<file path="src/rtl/wb_rr_arbiter_if.sv">
// wb_rr_arbiter_if: one Wishbone classic bus segment; master drives the request, slave drives the termination.
interface wb_rr_arbiter_if #(
   parameter int DATA_WIDTH   = 32,
   parameter int ADDR_WIDTH   = 32,
   parameter int SELECT_WIDTH = DATA_WIDTH / 8
);
   logic [ADDR_WIDTH-1:0]   adr;
   logic [DATA_WIDTH-1:0]   wdat;
   logic [DATA_WIDTH-1:0]   rdat;
   logic                    we;
   logic [SELECT_WIDTH-1:0] sel;
   logic                    stb;
   logic                    cyc;
   logic                    ack;
   logic                    err;
   logic                    rty;
   modport master (output adr, wdat, we, sel, stb, cyc, input rdat, ack, err, rty);
   modport slave  (input adr, wdat, we, sel, stb, cyc, output rdat, ack, err, rty);
endinterface

</file>
<file path="src/rtl/wb_rr_arbiter.sv">
// wb_rr_arbiter: two-master round-robin Wishbone classic arbiter, grant locked for the whole CYC.
// Define WB_ARB_TIMEOUT_EN to add a watchdog that answers hung slave cycles with ERR.
module wb_rr_arbiter #(
   parameter int DATA_WIDTH   = 32,
   parameter int ADDR_WIDTH   = 32,
   parameter int SELECT_WIDTH = DATA_WIDTH / 8,
   parameter int TIMEOUT      = 255
) (
   input  logic                  clk,
   input  logic                  rst,
   wb_rr_arbiter_if.slave        wbm0,
   wb_rr_arbiter_if.slave        wbm1,
   wb_rr_arbiter_if.master       wbs,
   output logic [1:0]            gnt_o
);
   if (!(DATA_WIDTH inside {8, 16, 32, 64}) || SELECT_WIDTH != DATA_WIDTH / 8 || ADDR_WIDTH < 1 ||
       TIMEOUT < 1 || TIMEOUT > 65535)
      $error("wb_rr_arbiter: illegal parameter set");
   typedef enum logic [1:0] {IDLE, GNT0, GNT1} state_t;
   state_t state;
   logic   last_served;
   logic   to_err;
   logic   g0, g1;
   assign g0 = gnt_o[0];
   assign g1 = gnt_o[1];
   // gnt_o is updated together with state so it always decodes the current grant
   always_ff @(posedge clk or posedge rst)
      if (rst) begin
         state       <= IDLE;
         last_served <= 1'b1;
         gnt_o       <= 2'b00;
      end else
         case (state)
            IDLE:
               if (wbm0.cyc && (!wbm1.cyc || last_served)) begin
                  state <= GNT0;
                  gnt_o <= 2'b01;
               end else if (wbm1.cyc) begin
                  state <= GNT1;
                  gnt_o <= 2'b10;
               end
            GNT0:
               if (!wbm0.cyc) begin
                  last_served <= 1'b0;
                  state       <= wbm1.cyc ? GNT1 : IDLE;
                  gnt_o       <= wbm1.cyc ? 2'b10 : 2'b00;
               end
            GNT1:
               if (!wbm1.cyc) begin
                  last_served <= 1'b1;
                  state       <= wbm0.cyc ? GNT0 : IDLE;
                  gnt_o       <= wbm0.cyc ? 2'b01 : 2'b00;
               end
            default: begin
               state <= IDLE;
               gnt_o <= 2'b00;
            end
         endcase
   assign wbs.adr  = g0 ? wbm0.adr  : g1 ? wbm1.adr  : '0;
   assign wbs.wdat = g0 ? wbm0.wdat : g1 ? wbm1.wdat : '0;
   assign wbs.we   = g0 ? wbm0.we   : g1 ? wbm1.we   : 1'b0;
   assign wbs.sel  = g0 ? wbm0.sel  : g1 ? wbm1.sel  : '0;
   assign wbs.cyc  = g0 ? wbm0.cyc  : g1 ? wbm1.cyc  : 1'b0;
   assign wbs.stb  = g0 ? wbm0.stb  : g1 ? wbm1.stb  : 1'b0;
   assign wbm0.ack  = g0 & wbs.ack;
   assign wbm0.err  = g0 & (wbs.err | to_err);
   assign wbm0.rty  = g0 & wbs.rty;
   assign wbm0.rdat = g0 ? wbs.rdat : '0;
   assign wbm1.ack  = g1 & wbs.ack;
   assign wbm1.err  = g1 & (wbs.err | to_err);
   assign wbm1.rty  = g1 & wbs.rty;
   assign wbm1.rdat = g1 ? wbs.rdat : '0;
`ifdef WB_ARB_TIMEOUT_EN
   logic [15:0] to_cnt;
   logic        to_run;
   // a grant change always drops wbs.cyc first, so to_run covers the state-change clear
   assign to_run = wbs.cyc & wbs.stb & ~(wbs.ack | wbs.err | wbs.rty);
   assign to_err = to_run && to_cnt == 16'(TIMEOUT);
   always_ff @(posedge clk or posedge rst)
      if (rst) to_cnt <= '0;
      else     to_cnt <= (to_run && !to_err) ? to_cnt + 16'd1 : '0;
`else
   assign to_err = 1'b0;
`endif
endmodule
</file>
<file path="src/flat_wrapper.sv">
// flat-port wrapper written by rule: the top's interface ports become plain ports
module wb_rr_arbiter_flat 
#(
   parameter int DATA_WIDTH   = 32,
   parameter int ADDR_WIDTH   = 32,
   parameter int SELECT_WIDTH = DATA_WIDTH / 8,
   parameter int TIMEOUT      = 255
)
  (clk, rst, gnt_o, wbm0_adr, wbm0_wdat, wbm0_we, wbm0_sel, wbm0_stb, wbm0_cyc, wbm0_rdat, wbm0_ack, wbm0_err, wbm0_rty, wbm1_adr, wbm1_wdat, wbm1_we, wbm1_sel, wbm1_stb, wbm1_cyc, wbm1_rdat, wbm1_ack, wbm1_err, wbm1_rty, wbs_adr, wbs_wdat, wbs_we, wbs_sel, wbs_stb, wbs_cyc, wbs_rdat, wbs_ack, wbs_err, wbs_rty);
  wb_rr_arbiter_if #(.DATA_WIDTH(DATA_WIDTH), .ADDR_WIDTH(ADDR_WIDTH), .SELECT_WIDTH(SELECT_WIDTH)) wbm0_i ();
  wb_rr_arbiter_if #(.DATA_WIDTH(DATA_WIDTH), .ADDR_WIDTH(ADDR_WIDTH), .SELECT_WIDTH(SELECT_WIDTH)) wbm1_i ();
  wb_rr_arbiter_if #(.DATA_WIDTH(DATA_WIDTH), .ADDR_WIDTH(ADDR_WIDTH), .SELECT_WIDTH(SELECT_WIDTH)) wbs_i ();
  input  logic clk;
  input  logic rst;
  output logic [1:0] gnt_o;
  input wire logic [$bits(wbm0_i.adr)-1:0] wbm0_adr;
  input wire logic [$bits(wbm0_i.wdat)-1:0] wbm0_wdat;
  input wire logic [$bits(wbm0_i.we)-1:0] wbm0_we;
  input wire logic [$bits(wbm0_i.sel)-1:0] wbm0_sel;
  input wire logic [$bits(wbm0_i.stb)-1:0] wbm0_stb;
  input wire logic [$bits(wbm0_i.cyc)-1:0] wbm0_cyc;
  output wire logic [$bits(wbm0_i.rdat)-1:0] wbm0_rdat;
  output wire logic [$bits(wbm0_i.ack)-1:0] wbm0_ack;
  output wire logic [$bits(wbm0_i.err)-1:0] wbm0_err;
  output wire logic [$bits(wbm0_i.rty)-1:0] wbm0_rty;
  input wire logic [$bits(wbm1_i.adr)-1:0] wbm1_adr;
  input wire logic [$bits(wbm1_i.wdat)-1:0] wbm1_wdat;
  input wire logic [$bits(wbm1_i.we)-1:0] wbm1_we;
  input wire logic [$bits(wbm1_i.sel)-1:0] wbm1_sel;
  input wire logic [$bits(wbm1_i.stb)-1:0] wbm1_stb;
  input wire logic [$bits(wbm1_i.cyc)-1:0] wbm1_cyc;
  output wire logic [$bits(wbm1_i.rdat)-1:0] wbm1_rdat;
  output wire logic [$bits(wbm1_i.ack)-1:0] wbm1_ack;
  output wire logic [$bits(wbm1_i.err)-1:0] wbm1_err;
  output wire logic [$bits(wbm1_i.rty)-1:0] wbm1_rty;
  output wire logic [$bits(wbs_i.adr)-1:0] wbs_adr;
  output wire logic [$bits(wbs_i.wdat)-1:0] wbs_wdat;
  output wire logic [$bits(wbs_i.we)-1:0] wbs_we;
  output wire logic [$bits(wbs_i.sel)-1:0] wbs_sel;
  output wire logic [$bits(wbs_i.stb)-1:0] wbs_stb;
  output wire logic [$bits(wbs_i.cyc)-1:0] wbs_cyc;
  input wire logic [$bits(wbs_i.rdat)-1:0] wbs_rdat;
  input wire logic [$bits(wbs_i.ack)-1:0] wbs_ack;
  input wire logic [$bits(wbs_i.err)-1:0] wbs_err;
  input wire logic [$bits(wbs_i.rty)-1:0] wbs_rty;
  assign wbm0_i.adr = wbm0_adr;
  assign wbm0_i.wdat = wbm0_wdat;
  assign wbm0_i.we = wbm0_we;
  assign wbm0_i.sel = wbm0_sel;
  assign wbm0_i.stb = wbm0_stb;
  assign wbm0_i.cyc = wbm0_cyc;
  assign wbm0_rdat = wbm0_i.rdat;
  assign wbm0_ack = wbm0_i.ack;
  assign wbm0_err = wbm0_i.err;
  assign wbm0_rty = wbm0_i.rty;
  assign wbm1_i.adr = wbm1_adr;
  assign wbm1_i.wdat = wbm1_wdat;
  assign wbm1_i.we = wbm1_we;
  assign wbm1_i.sel = wbm1_sel;
  assign wbm1_i.stb = wbm1_stb;
  assign wbm1_i.cyc = wbm1_cyc;
  assign wbm1_rdat = wbm1_i.rdat;
  assign wbm1_ack = wbm1_i.ack;
  assign wbm1_err = wbm1_i.err;
  assign wbm1_rty = wbm1_i.rty;
  assign wbs_adr = wbs_i.adr;
  assign wbs_wdat = wbs_i.wdat;
  assign wbs_we = wbs_i.we;
  assign wbs_sel = wbs_i.sel;
  assign wbs_stb = wbs_i.stb;
  assign wbs_cyc = wbs_i.cyc;
  assign wbs_i.rdat = wbs_rdat;
  assign wbs_i.ack = wbs_ack;
  assign wbs_i.err = wbs_err;
  assign wbs_i.rty = wbs_rty;
  wb_rr_arbiter #(.DATA_WIDTH(DATA_WIDTH), .ADDR_WIDTH(ADDR_WIDTH), .SELECT_WIDTH(SELECT_WIDTH), .TIMEOUT(TIMEOUT)) u_core (.clk(clk), .rst(rst), .wbm0(wbm0_i), .wbm1(wbm1_i), .wbs(wbs_i), .gnt_o(gnt_o));
endmodule
</file>
<file path="config.mk">
export PLATFORM = sky130hd
export DESIGN_NAME = wb_rr_arbiter_flat
export DESIGN_NICKNAME = d
export VERILOG_FILES = /design/src/rtl/wb_rr_arbiter_if.sv /design/src/rtl/wb_rr_arbiter.sv /design/src/flat_wrapper.sv
export SDC_FILE = /design/constraint.sdc
export NUM_CORES = 1
export LEC_CHECK = 0
export BUFFER_PORTS_ARGS = -buffer_cell sky130_fd_sc_hd__buf_2
export CAP_MARGIN = 10
export CORE_AREA = 2 2 127 129
export CTS_CLUSTER_DIAMETER = 80
export DETAILED_ROUTE_END_ITERATION = 10
export DIE_AREA = 0 0 129 131
export GPL_TIMING_DRIVEN = 0
export PLACE_DENSITY = 0.43
export SETUP_SLACK_MARGIN = 0.4
export SYNTH_ARGS = -nofsm -noshare
export SYNTH_HDL_FRONTEND = slang
export SYNTH_SLANG_ARGS = --single-unit
</file>
<file path="constraint.sdc">
create_clock -name clk -period 1.5 [get_ports clk]
set_clock_uncertainty 0.15 [all_clocks]
set_input_delay 0.075 -clock clk [delete_from_list [all_inputs] [get_ports clk]]
set_output_delay 0.075 -clock clk [all_outputs]
set_load 0.02 [all_outputs]
</file>
==> summary.md, run 1 <==
| Metric | Value |
|---|---|
| Worst Path Required | `1.27 ns` |
| Post-synth top area share | `0.4271` |
| Post-synthesis instance total | `182` |
| Core Rows | `46` |
| Placed insts | `719` |
| Total number of vias | `2,798` |
| Synthesized area per cell | `7.775 sq um` |
| Final Worst Setup Slack | `-0.1364 ns` |
| Clk buf depth | `2` |
| FF+latch count, synth | `3` |
| R2R setup slack | `0.16 ns` |
| HPWL after detailed placement | `8.549 mm` |
| Worst-skew pair later-pin latency | `0.22 ns` |
| Area of the multi-input gates | `1389 sq um` |
| Fmax | `0.6111 GHz` |
| Crit path kind | `register to output port` |
| Core area | `15,600 sq um` |
| Slew Limit Fails | `0` |
| Worst setup endpoint | `wbs_adr[30]` |
| Wire per inst | `14.00 um` |
| First-pass GRT wire length | `13.41 mm` |
| Antenna viol nets, final | `0` |
| Commonest non-fill, non-tap cell in the layout | `buf_2` |
| Storage element area | `78.83 sq um` |
| Worst-path fanout max | `10` |
| Synth area leaders | `a22o_1 43%, and2_1 31%, buf_8 8.5%` |
| Post-Syn Area | `1415 sq um` |
| Root Driver | `clkbuf_16` |
| Non-filler instance count after layout | `733` |
| Placed instance area | `3486 sq um` |
| Port-buffer cells | `321` |
| Share of post-route cells with drive strength above 1 | `0.8530` |
| Max-slew headroom | `0.8536` |
| CTS tree | `done` |
| Maxcap violations | `0` |
| Min-delay worst type | `input port to register` |
| Commonest non-fill, non-tap cells in the layout | `209 x buf_2, 99 x buf_6, 56 x a22o_1` |
| Failing checks | `negative setup slack` |
| Slew @ Worst Pin | `0.2196 ns` |
| Area growth syn-to-layout | `218.0%` |
| # fillers | `1,657` |
| Setup violators final | `100` |
| # DRC | `0` |
| Die Span X | `129 um` |
| CP endpoint kind | `output port` |
| Post-synth top area cell | `a22o_1` |
| FF-to-FF path depth | `5` |
| Post-layout nets | `697` |
| Crit path from | `u_core.gnt_o[1]$_DFFE_PP0P_` |
| Initial DRC count | `60` |
| Clock sinks | `3` |
| Outcome | `finished, violations left` |
| ANT cells | `0` |
| Peak VDD IR | `0.0004205 V` |
| Endpoints failing hold | `0` |
| Cts bufs inserted | `3` |
| Worst Setup Start Kind | `register` |
| Vias in the first global route | `2,607` |
| Mean number of vias per cell | `3.817` |
| Leak | `2.443 nW` |
| Distinct cells, synth | `18` |
| Syn Nets | `361` |
| WHS | `0.04664 ns` |
| Io pins | `322` |
| GRT Resource Usage Total | `0.1008` |
| Placer Congestion | `0.8099` |
| Design area | `4501 sq um` |
| Initial antenna violation count | `0` |
| Yosys warning count | `0` |
| Starting Density | `0.09073` |
| Chip Height | `131 um` |
| Final Critical Period | `1.636 ns` |
| Routed wire length | `10.26 mm` |
| GRT overflow | `0` |
| Clk slew on worst S/H paths | `0.03 ns` |
| Register area share after synthesis | `0.05393` |
| R2r startpoint | `u_core.gnt_o[1]$_DFFE_PP0P_` |
| Die area | `16,900 sq um` |
| PwrDens | `851.7 nW/um^2` |
| Largest net degree at the start of global routing | `11` |
| H-tree Lvls | `1` |
| RR Endpoint | `u_core.gnt_o[1]$_DFFE_PP0P_` |
| RSZ-0062 raised after global routing | `yes` |
| Arr. time, crit path | `1.41 ns` |
| Period utilization | `1.091` |
| First-pass DRT Iterations | `4` |
==> cells in the mapped netlist <==
cell type   n
a21oi_1     1
o22a_1      1
buf_2      12
a22o_1     69
a22o_4      1
clkbuf_1    4
dfstp_2     1
inv_1       2
dfrtp_1     2
nor2b_1     1
o21ai_0     2
o22ai_1     1
and2_1     71
buf_8       8
nor2b_4     1
nor2_1      2
o21ai_1     1
nand2_1     2
==> layout make-up <==
cell class              count  share of cell area
inverters                   2            0.001668
flip-flops and latches      3             0.01751
multi-input cells         153              0.3086
clock buffers               4             0.01751
plain buffers              24             0.06895
well taps                 216             0.06005
repair buffers            331              0.5257
==> flip-flops by register name, indices dropped and copies added (netlist names) <==
name,count
u_core.last_served,1
u_core.gnt_o,2
==> cells by family (layout without fill, tap and decap cells) <==
kind of cell,Yosys count,in the layout,synth area share
AND/OR/NAND/NOR,77,77,0.3386
buffers and inverters,26,361,0.1432
flip-flops,3,3,0.05394
AO/OA/AOI/OAI,76,76,0.4642
==> worst min-delay path by stage <==
stage                     cells after the start                           to  slack, ns  startpoint
final                                         3  u_core.gnt_o[1]$_DFFE_PP0P_       0.05    wbm0_cyc
after detailed placement                      2  u_core.gnt_o[1]$_DFFE_PP0P_      -0.20         rst
after floorplan                               1  u_core.gnt_o[0]$_DFFE_PP0P_      -0.32         rst
after global placement                        2  u_core.gnt_o[1]$_DFFE_PP0P_      -0.21         rst
after CTS                                     3  u_core.gnt_o[1]$_DFFE_PP0P_       0.03    wbm0_cyc
after global routing                          3  u_core.gnt_o[1]$_DFFE_PP0P_       0.05    wbm0_cyc
==> layer usage <==
layer  part of all wire  vias up  global-route usage  wire length (um)
met5                  0        -                   0                 0
met4             0.0021        0             0.01471                22
met3              0.068        2             0.01466               699
li1                   -     1341                   -                 -
met1               0.37     1292              0.1132              3795
met2               0.56      163              0.2035              5747
==> per-stage QoR <==
step	setup WS [ns]	TNS (ns)	total power, W	util
2_1_floorplan	0.1509	0	0.001706	-
3_3_place_gp	-0.1639	-5.201	0.002592	0.2235
3_5_place_dp	-0.1510	-5.047	0.002610	0.2235
4_1_cts	-0.1483	-9.186	0.003541	0.2652
5_1_grt	-0.1851	-13.38	0.004042	0.2885
6_report	-0.1364	-8.498	0.003833	0.2885
==> critical path, stage by stage (launching register included) <==
cell and delay (ns):
dfrtp_2 0.40, nor2b_4 0.14, buf_12 0.14, buf_8 0.14
a22o_4 0.21, buf_4 0.15
==> report_power, final <==
part / internal, W / switching, W / total (W)
clock: 0.000350 / 0.0000674 / 0.000418
sequential: 0.000107 / 0.0000250 / 0.000132
combinational: 0.00172 / 0.00156 / 0.00328
total: 0.00218 / 0.00165 / 0.00383
==> repair_timing <==
action                                 CTS  global route
buffers inserted                         3             1
hold buffers                             4             0
gates resized for setup                165           114
pin swaps                                1            12
setup endpoints to repair              144           146
cloned                                   1             1
endpoints found under the hold margin    5             0
Note: power is estimated with default switching activity, not from simulation.
==> run 2: changes to the inputs <==
Settings changed: REMOVE_ABC_BUFFERS from default to 1.
==> summary.md, run 2 (synthesized netlist as in run 1, its figures left out) <==
| Metric | Value |
|---|---|
| FF-to-FF path depth | `5` |
| Core area | `15,600 sq um` |
| PwrDens | `892.7 nW/um^2` |
| RSZ-0062 raised after global routing | `yes` |
| Peak VDD IR | `0.0002723 V` |
| Max reg flops | `2` |
| # DRC | `0` |
| Hold path start | `wbm1_cyc` |
| Core Util, Final | `0.2622` |
| Io pins | `322` |
| # fillers | `1,735` |
| Die Span X | `129 um` |
| Worst-skew pair later-pin latency | `0.23 ns` |
| ANT cells | `0` |
| CP max stage delay | `0.49 ns` |
| Most flop-heavy register | `u_core.gnt_o` |
| H-tree Lvls | `1` |
| Top flop regs | `u_core.gnt_o x2, u_core.last_served x1` |
| Clk buf depth | `2` |
| Crit path kind | `register to output port` |
| Commonest non-fill, non-tap cell in the layout | `buf_2` |
| Worst-path fanout max | `11` |
| Chip Height | `131 um` |
| Placer Congestion | `0.7495` |
| Endpoints failing hold | `0` |
| Worst Path Required | `1.27 ns` |
| Comb power frac | `0.845` |
| CP max stage cell | `dfrtp_4` |
| Post-route setup TNS | `-20.07 ns` |
| Vias in the first global route | `2,423` |
| GRT overflow | `0` |
| CP endpoint kind | `output port` |
| Internal | `0.001972 W` |
| Total number of vias | `2,713` |
| Outcome | `finished, violations left` |
| Wire per inst | `15.48 um` |
| Cts bufs inserted | `3` |
| Buf+Inv Stages, Crit Path | `3` |
| First-pass DRT Iterations | `4` |
| Sw power | `0.001678 W` |
| Area growth syn-to-layout | `188.9%` |
| Leak | `2.286 nW` |
| Die area | `16,900 sq um` |
| Clk slew on worst S/H paths | `0.03 ns` |
| RR Endpoint | `u_core.gnt_o[0]$_DFFE_PP0P_` |
| Setup violators final | `141` |
| Root Driver | `clkbuf_16` |
| Port-buffer cells | `321` |
| Commonest non-fill, non-tap cells in the layout | `241 x buf_2, 71 x and2_1, 63 x a22o_1` |
| HPWL after detailed placement | `7.889 mm` |
| Final Worst Setup Slack | `-0.2894 ns` |
| Flop pwr share | `0.037` |
| Slew @ Worst Pin | `0.1845 ns` |
| Fmax | `0.5588 GHz` |
| Largest delay share family, worst path | `flip-flops` |
| Starting Density | `0.09073` |
| Crit path from | `u_core.gnt_o[1]$_DFFE_PP0P_` |
| CTS tree | `done` |
| Core Rows | `46` |
| Failing checks | `negative setup slack` |
| Period utilization | `1.193` |
| Final Total Pwr | `0.003650 W` |
| Share of post-route cells with drive strength above 1 | `0.7045` |
| Mean number of vias per cell | `3.732` |
| Maxcap violations | `0` |
| Worst Setup Start Kind | `register` |
| Clock sinks | `3` |
| Most common cell on crit path | `buf_6` |
| First-pass GRT wire length | `14.01 mm` |
| Power share of the clock group | `0.117` |
| Worst setup endpoint | `wbs_adr[2]` |
| GRT Resource Usage Total | `0.1113` |
| Antenna viol nets, final | `0` |
| Initial antenna violation count | `0` |
| R2r startpoint | `u_core.gnt_o[0]$_DFFE_PP0P_` |
| Post-layout nets | `691` |
| Largest net degree at the start of global routing | `31` |
| Switch share | `0.4596` |
| Initial DRC count | `35` |
| Max-slew headroom | `0.8767` |
| Final Critical Period | `1.789 ns` |
| Slew Limit Fails | `0` |
| R2R setup slack | `0.04 ns` |
| Routed wire length | `11.25 mm` |
| Total stage count of the critical path | `5` |
| Arr. time, crit path | `1.56 ns` |
| Crit-path cells | `nor2b_4, buf_6, clkbuf_16, a22o_4, buf_6` |
| Min-delay worst type | `input port to register` |
[run 2: cell count changes in the layout (fill, tap and decap cells not counted), sizes merged]
cell | before | now
nor2b | 2 | 3
clkbuf | 8 | 7
buf | 347 | 341
[run 2: repair_timing]
action / CTS / global route
resized for setup: 119 / 34
pin swaps: 7 / 9
setup buffers: 14 / 0
cloned: 5 / 3
hold buffers: 4 / 0
endpoints found under the setup margin: 146 / 146
endpoints found under the hold margin: 6 / 0
[run 2: power groups by stage]
stage          sequential (W)  clock (W)  combinational (W)
2_1_floorplan        0.000231          0            0.00121
3_3_place_gp         0.000296          0            0.00209
3_5_place_dp         0.000223          0            0.00216
4_1_cts              0.000139   0.000430            0.00294
5_1_grt              0.000141   0.000439            0.00328
6_report             0.000136   0.000428            0.00309
[run 2: layout make-up]
| cell class | count | area (sq um) | share of cell area |
|---|---|---|---|
| clock buffer | 4 | 78.83 | 0.01928 |
| inverter | 2 | 7.507 | 0.001836 |
| sequential | 3 | 83.83 | 0.02050 |
| timing repair buffer | 348 | 2442 | 0.5973 |
| multi-input combinational | 154 | 1206 | 0.2950 |
| tap | 216 | 270.3 | 0.06610 |
[run 2: worst min-delay path by stage]
| stage | end | slack, ns | cells past startpoint |
|---|---|---|---|
| after global placement | u_core.gnt_o[0]$_DFFE_PP0P_ | -0.21 | 2 |
| after floorplan | u_core.gnt_o[0]$_DFFE_PP0P_ | -0.32 | 1 |
| after CTS | u_core.gnt_o[0]$_DFFE_PP0P_ | 0.05 | 3 |
| final | u_core.gnt_o[0]$_DFFE_PP0P_ | 0.05 | 3 |
| after global routing | u_core.gnt_o[0]$_DFFE_PP0P_ | 0.08 | 3 |
| after detailed placement | u_core.gnt_o[0]$_DFFE_PP0P_ | -0.20 | 2 |
[run 2: worst reg2reg max path, delay by kind of cell, from the launching register on]
family,cells,cell delay (ns)
AO/OA/AOI/OAI,1,0.08
flip-flops,1,0.51
buffers and inverters,2,0.37
AND/OR/NAND/NOR,2,0.25
[run 2: through the flow]
| stage | worst slack, ns | hold slack [ns] | area (sq um) | std cells |
|---|---|---|---|---|
| 2_1_floorplan | -1.691 | -0.3221 | 1220 | 158 |
| 3_3_place_gp | -3.289 | -0.2068 | 3097 | 695 |
| 3_5_place_dp | -1.292 | -0.2000 | 3148 | 697 |
| 4_1_cts | -0.3005 | 0.04735 | 3895 | 724 |
| 5_1_grt | -0.3195 | 0.08079 | 4089 | 727 |
| 6_report | -0.2894 | 0.04990 | 4089 | 727 |
[run 2: routing by layer]
| metal | vias to the layer above | GRT usage | wire [um] |
|---|---|---|---|
| met5 | - | 0 | 0 |
| met4 | 0 | 0.01151 | 14 |
| met3 | 2 | 0.01507 | 838 |
| met2 | 190 | 0.2151 | 5939 |
| met1 | 1186 | 0.1350 | 4461 |
| li1 | 1335 | - | - |
==> run 3: changes to the inputs <==
Settings changed: CORE_AREA 2 2 127 129 to 2 2 124 126, DIE_AREA 0 0 129 131 to 0 0 126 128, PLACE_DENSITY 0.43 to 0.46.
Clock period 1.5 ns to 1.6 ns, I/O delays scaled along.
==> summary.md, run 3 (synthesized netlist as in run 1, its figures left out) <==
| Metric | Value |
|---|---|
| Most flop-heavy register | `u_core.gnt_o` |
| Peak VDD IR | `0.0003186 V` |
| First-pass GRT wire length | `15.00 mm` |
| Period utilization | `1.100` |
| # fillers | `1,566` |
| Maxcap violations | `0` |
| Total number of vias | `2,800` |
| Met1 Usage GRT | `0.1417` |
| Slew Limit Fails | `0` |
| Worst Path Required | `1.37 ns` |
| RR Endpoint | `u_core.gnt_o[1]$_DFFE_PP0P_` |
| Crit-path cells | `nor2b_4, buf_12, clkbuf_16, a22o_1, buf_2` |
| Min-delay worst type | `input port to register` |
| DP Worst Slack | `-1.237 ns` |
| Placer Congestion | `0.7314` |
| Max-slew headroom | `0.8970` |
| Outcome | `finished, violations left` |
| Initial DRC count | `58` |
| Clock sinks | `3` |
| Port-buffer cells | `321` |
| Starting Density | `0.09520` |
| Post-layout nets | `697` |
| PwrDens | `843.5 nW/um^2` |
| Clk buf depth | `2` |
| Final Critical Period | `1.759 ns` |
| Arr. time, crit path | `1.53 ns` |
| Hold Path Cell Cnt | `3` |
| Core Rows | `45` |
| Slew @ Worst Pin | `0.1545 ns` |
| GRT overflow | `0` |
| Initial antenna violation count | `0` |
| Io pins | `322` |
| H-tree Lvls | `1` |
| Hold path start | `wbm0_cyc` |
| FF-to-FF path depth | `6` |
| Die Span X | `126 um` |
| GRT Resource Usage Total | `0.1207` |
| Post-route setup TNS | `-13.64 ns` |
| Clk slew on worst S/H paths | `0.03 ns` |
| RSZ-0062 raised after global routing | `yes` |
| Chip Height | `128 um` |
| Gr busiest metal | `met2` |
| Area growth syn-to-layout | `215.5%` |
| Worst Setup Start Kind | `register` |
| First-pass DRT Iterations | `4` |
| Core area | `14,860 sq um` |
| Largest net degree at the start of global routing | `31` |
| Non-filler instance count after layout | `705` |
| Antenna viol nets, final | `0` |
| # DRC | `0` |
| Worst-skew pair later-pin latency | `0.22 ns` |
| CP max stage cell | `dfrtp_4` |
| Die area | `16,130 sq um` |
| Routed wire length | `11.87 mm` |
| Leak | `2.435 nW` |
| Share of post-route cells with drive strength above 1 | `0.7660` |
| CP max stage delay | `0.49 ns` |
| R2r startpoint | `u_core.gnt_o[1]$_DFFE_PP0P_` |
| Failing checks | `negative setup slack` |
| Root Driver | `clkbuf_16` |
| Met3 GRT Util | `0.01294` |
| Largest delay share family, worst path | `flip-flops` |
| Setup violators final | `138` |
| Buf+Inv Stages, Crit Path | `3` |
| Vias in the first global route | `2,616` |
| Commonest non-fill, non-tap cell in the layout | `buf_2` |
| Endpoints failing hold | `0` |
| Mean number of vias per cell | `3.972` |
| Met2 Use GR | `0.2353` |
| ANT cells | `0` |
| Crit path kind | `register to output port` |
| Hold endpoint | `u_core.gnt_o[1]$_DFFE_PP0P_` |
| Max reg flops | `2` |
| Final Worst Setup Slack | `-0.1595 ns` |
| Fmax | `0.5683 GHz` |
| Top flop regs | `u_core.gnt_o x2, u_core.last_served x1` |
| Wire per inst | `16.84 um` |
| R2R setup slack | `0.13 ns` |
| Commonest non-fill, non-tap cells in the layout | `225 x buf_2, 93 x buf_6, 65 x a22o_1` |
| CP endpoint kind | `output port` |
| Placed insts | `669` |
| CTS tree | `done` |
| Worst-path fanout max | `10` |
| Cts bufs inserted | `3` |
-- run 3: worst reg2reg max path: stages, from the launching register on --
cell and delay [ns]:
dfrtp_4 0.49, buf_4 0.15, buf_12 0.14, clkbuf_16 0.17
nor2b_2 0.11, o22a_1 0.12, nor2_1 0.04
-- run 3: timing repair --
action | 4_1_cts | 5_1_grt
endpoints found under the hold margin | 6 | 0
cloned | 5 | 5
gates resized for setup | 147 | 108
setup buffers | 17 | 2
hold buffers | 3 | 0
endpoints found under the setup margin | 146 | 146
pin swaps | 2 | 8
-- run 3: routing by layer --
metal	share of wire	vias to the layer above
met3	0.065	9
met4	0.012	0
met5	0	-
met2	0.55	196
met1	0.37	1252
li1	-	1343
-- run 3: layout make-up --
cell class,instances,area (sq um),area share
flip-flops and latches,3,83.83,0.01878
inverters,2,7.507,0.001682
multi-input cells,154,1280,0.2867
repair buffers,354,2779,0.6225
clock buffers,4,78.83,0.01766
well taps,188,235.2,0.05269
-- run 3: how the worst max path moves through the flow --
stage | depth (start not counted) | slack (ns) | end | startpoint
after floorplan | 2 | -1.60 | wbs_cyc | u_core.gnt_o[0]$_DFFE_PP0P_
after global placement | 3 | -3.20 | wbs_wdat[19] | u_core.gnt_o[0]$_DFFE_PP0P_
after detailed placement | 4 | -1.24 | wbs_wdat[19] | u_core.gnt_o[1]$_DFFE_PP0P_
after CTS | 5 | -0.18 | wbs_wdat[8] | u_core.gnt_o[1]$_DFFE_PP0P_
after global routing | 5 | -0.20 | wbs_adr[22] | u_core.gnt_o[0]$_DFFE_PP0P_
final | 5 | -0.16 | wbs_wdat[22] | u_core.gnt_o[1]$_DFFE_PP0P_
-- run 3: metrics by stage --
stage | total power [W] | hold slack, ns | instance area, sq um | util
floorplan | 0.001354 | -0.3171 | 1220 | -
global placement | 0.002233 | -0.1986 | 3062 | 0.2060
detailed placement | 0.002238 | -0.1963 | 3113 | 0.2094
CTS | 0.003395 | 0.01122 | 3978 | 0.2676
global route | 0.003956 | 0.04401 | 4464 | 0.3003
finish | 0.003766 | 0.01331 | 4464 | 0.3003
-- run 3: power breakdown --
group / leakage [nW] / internal, W / switching, W
Combinational: 2.36 / 0.00167 / 0.00157
Sequential: 0.0330 / 0.000104 / 0.0000279
Clock: 0.0382 / 0.000329 / 0.0000652
Total: 2.44 / 0.00211 / 0.00166
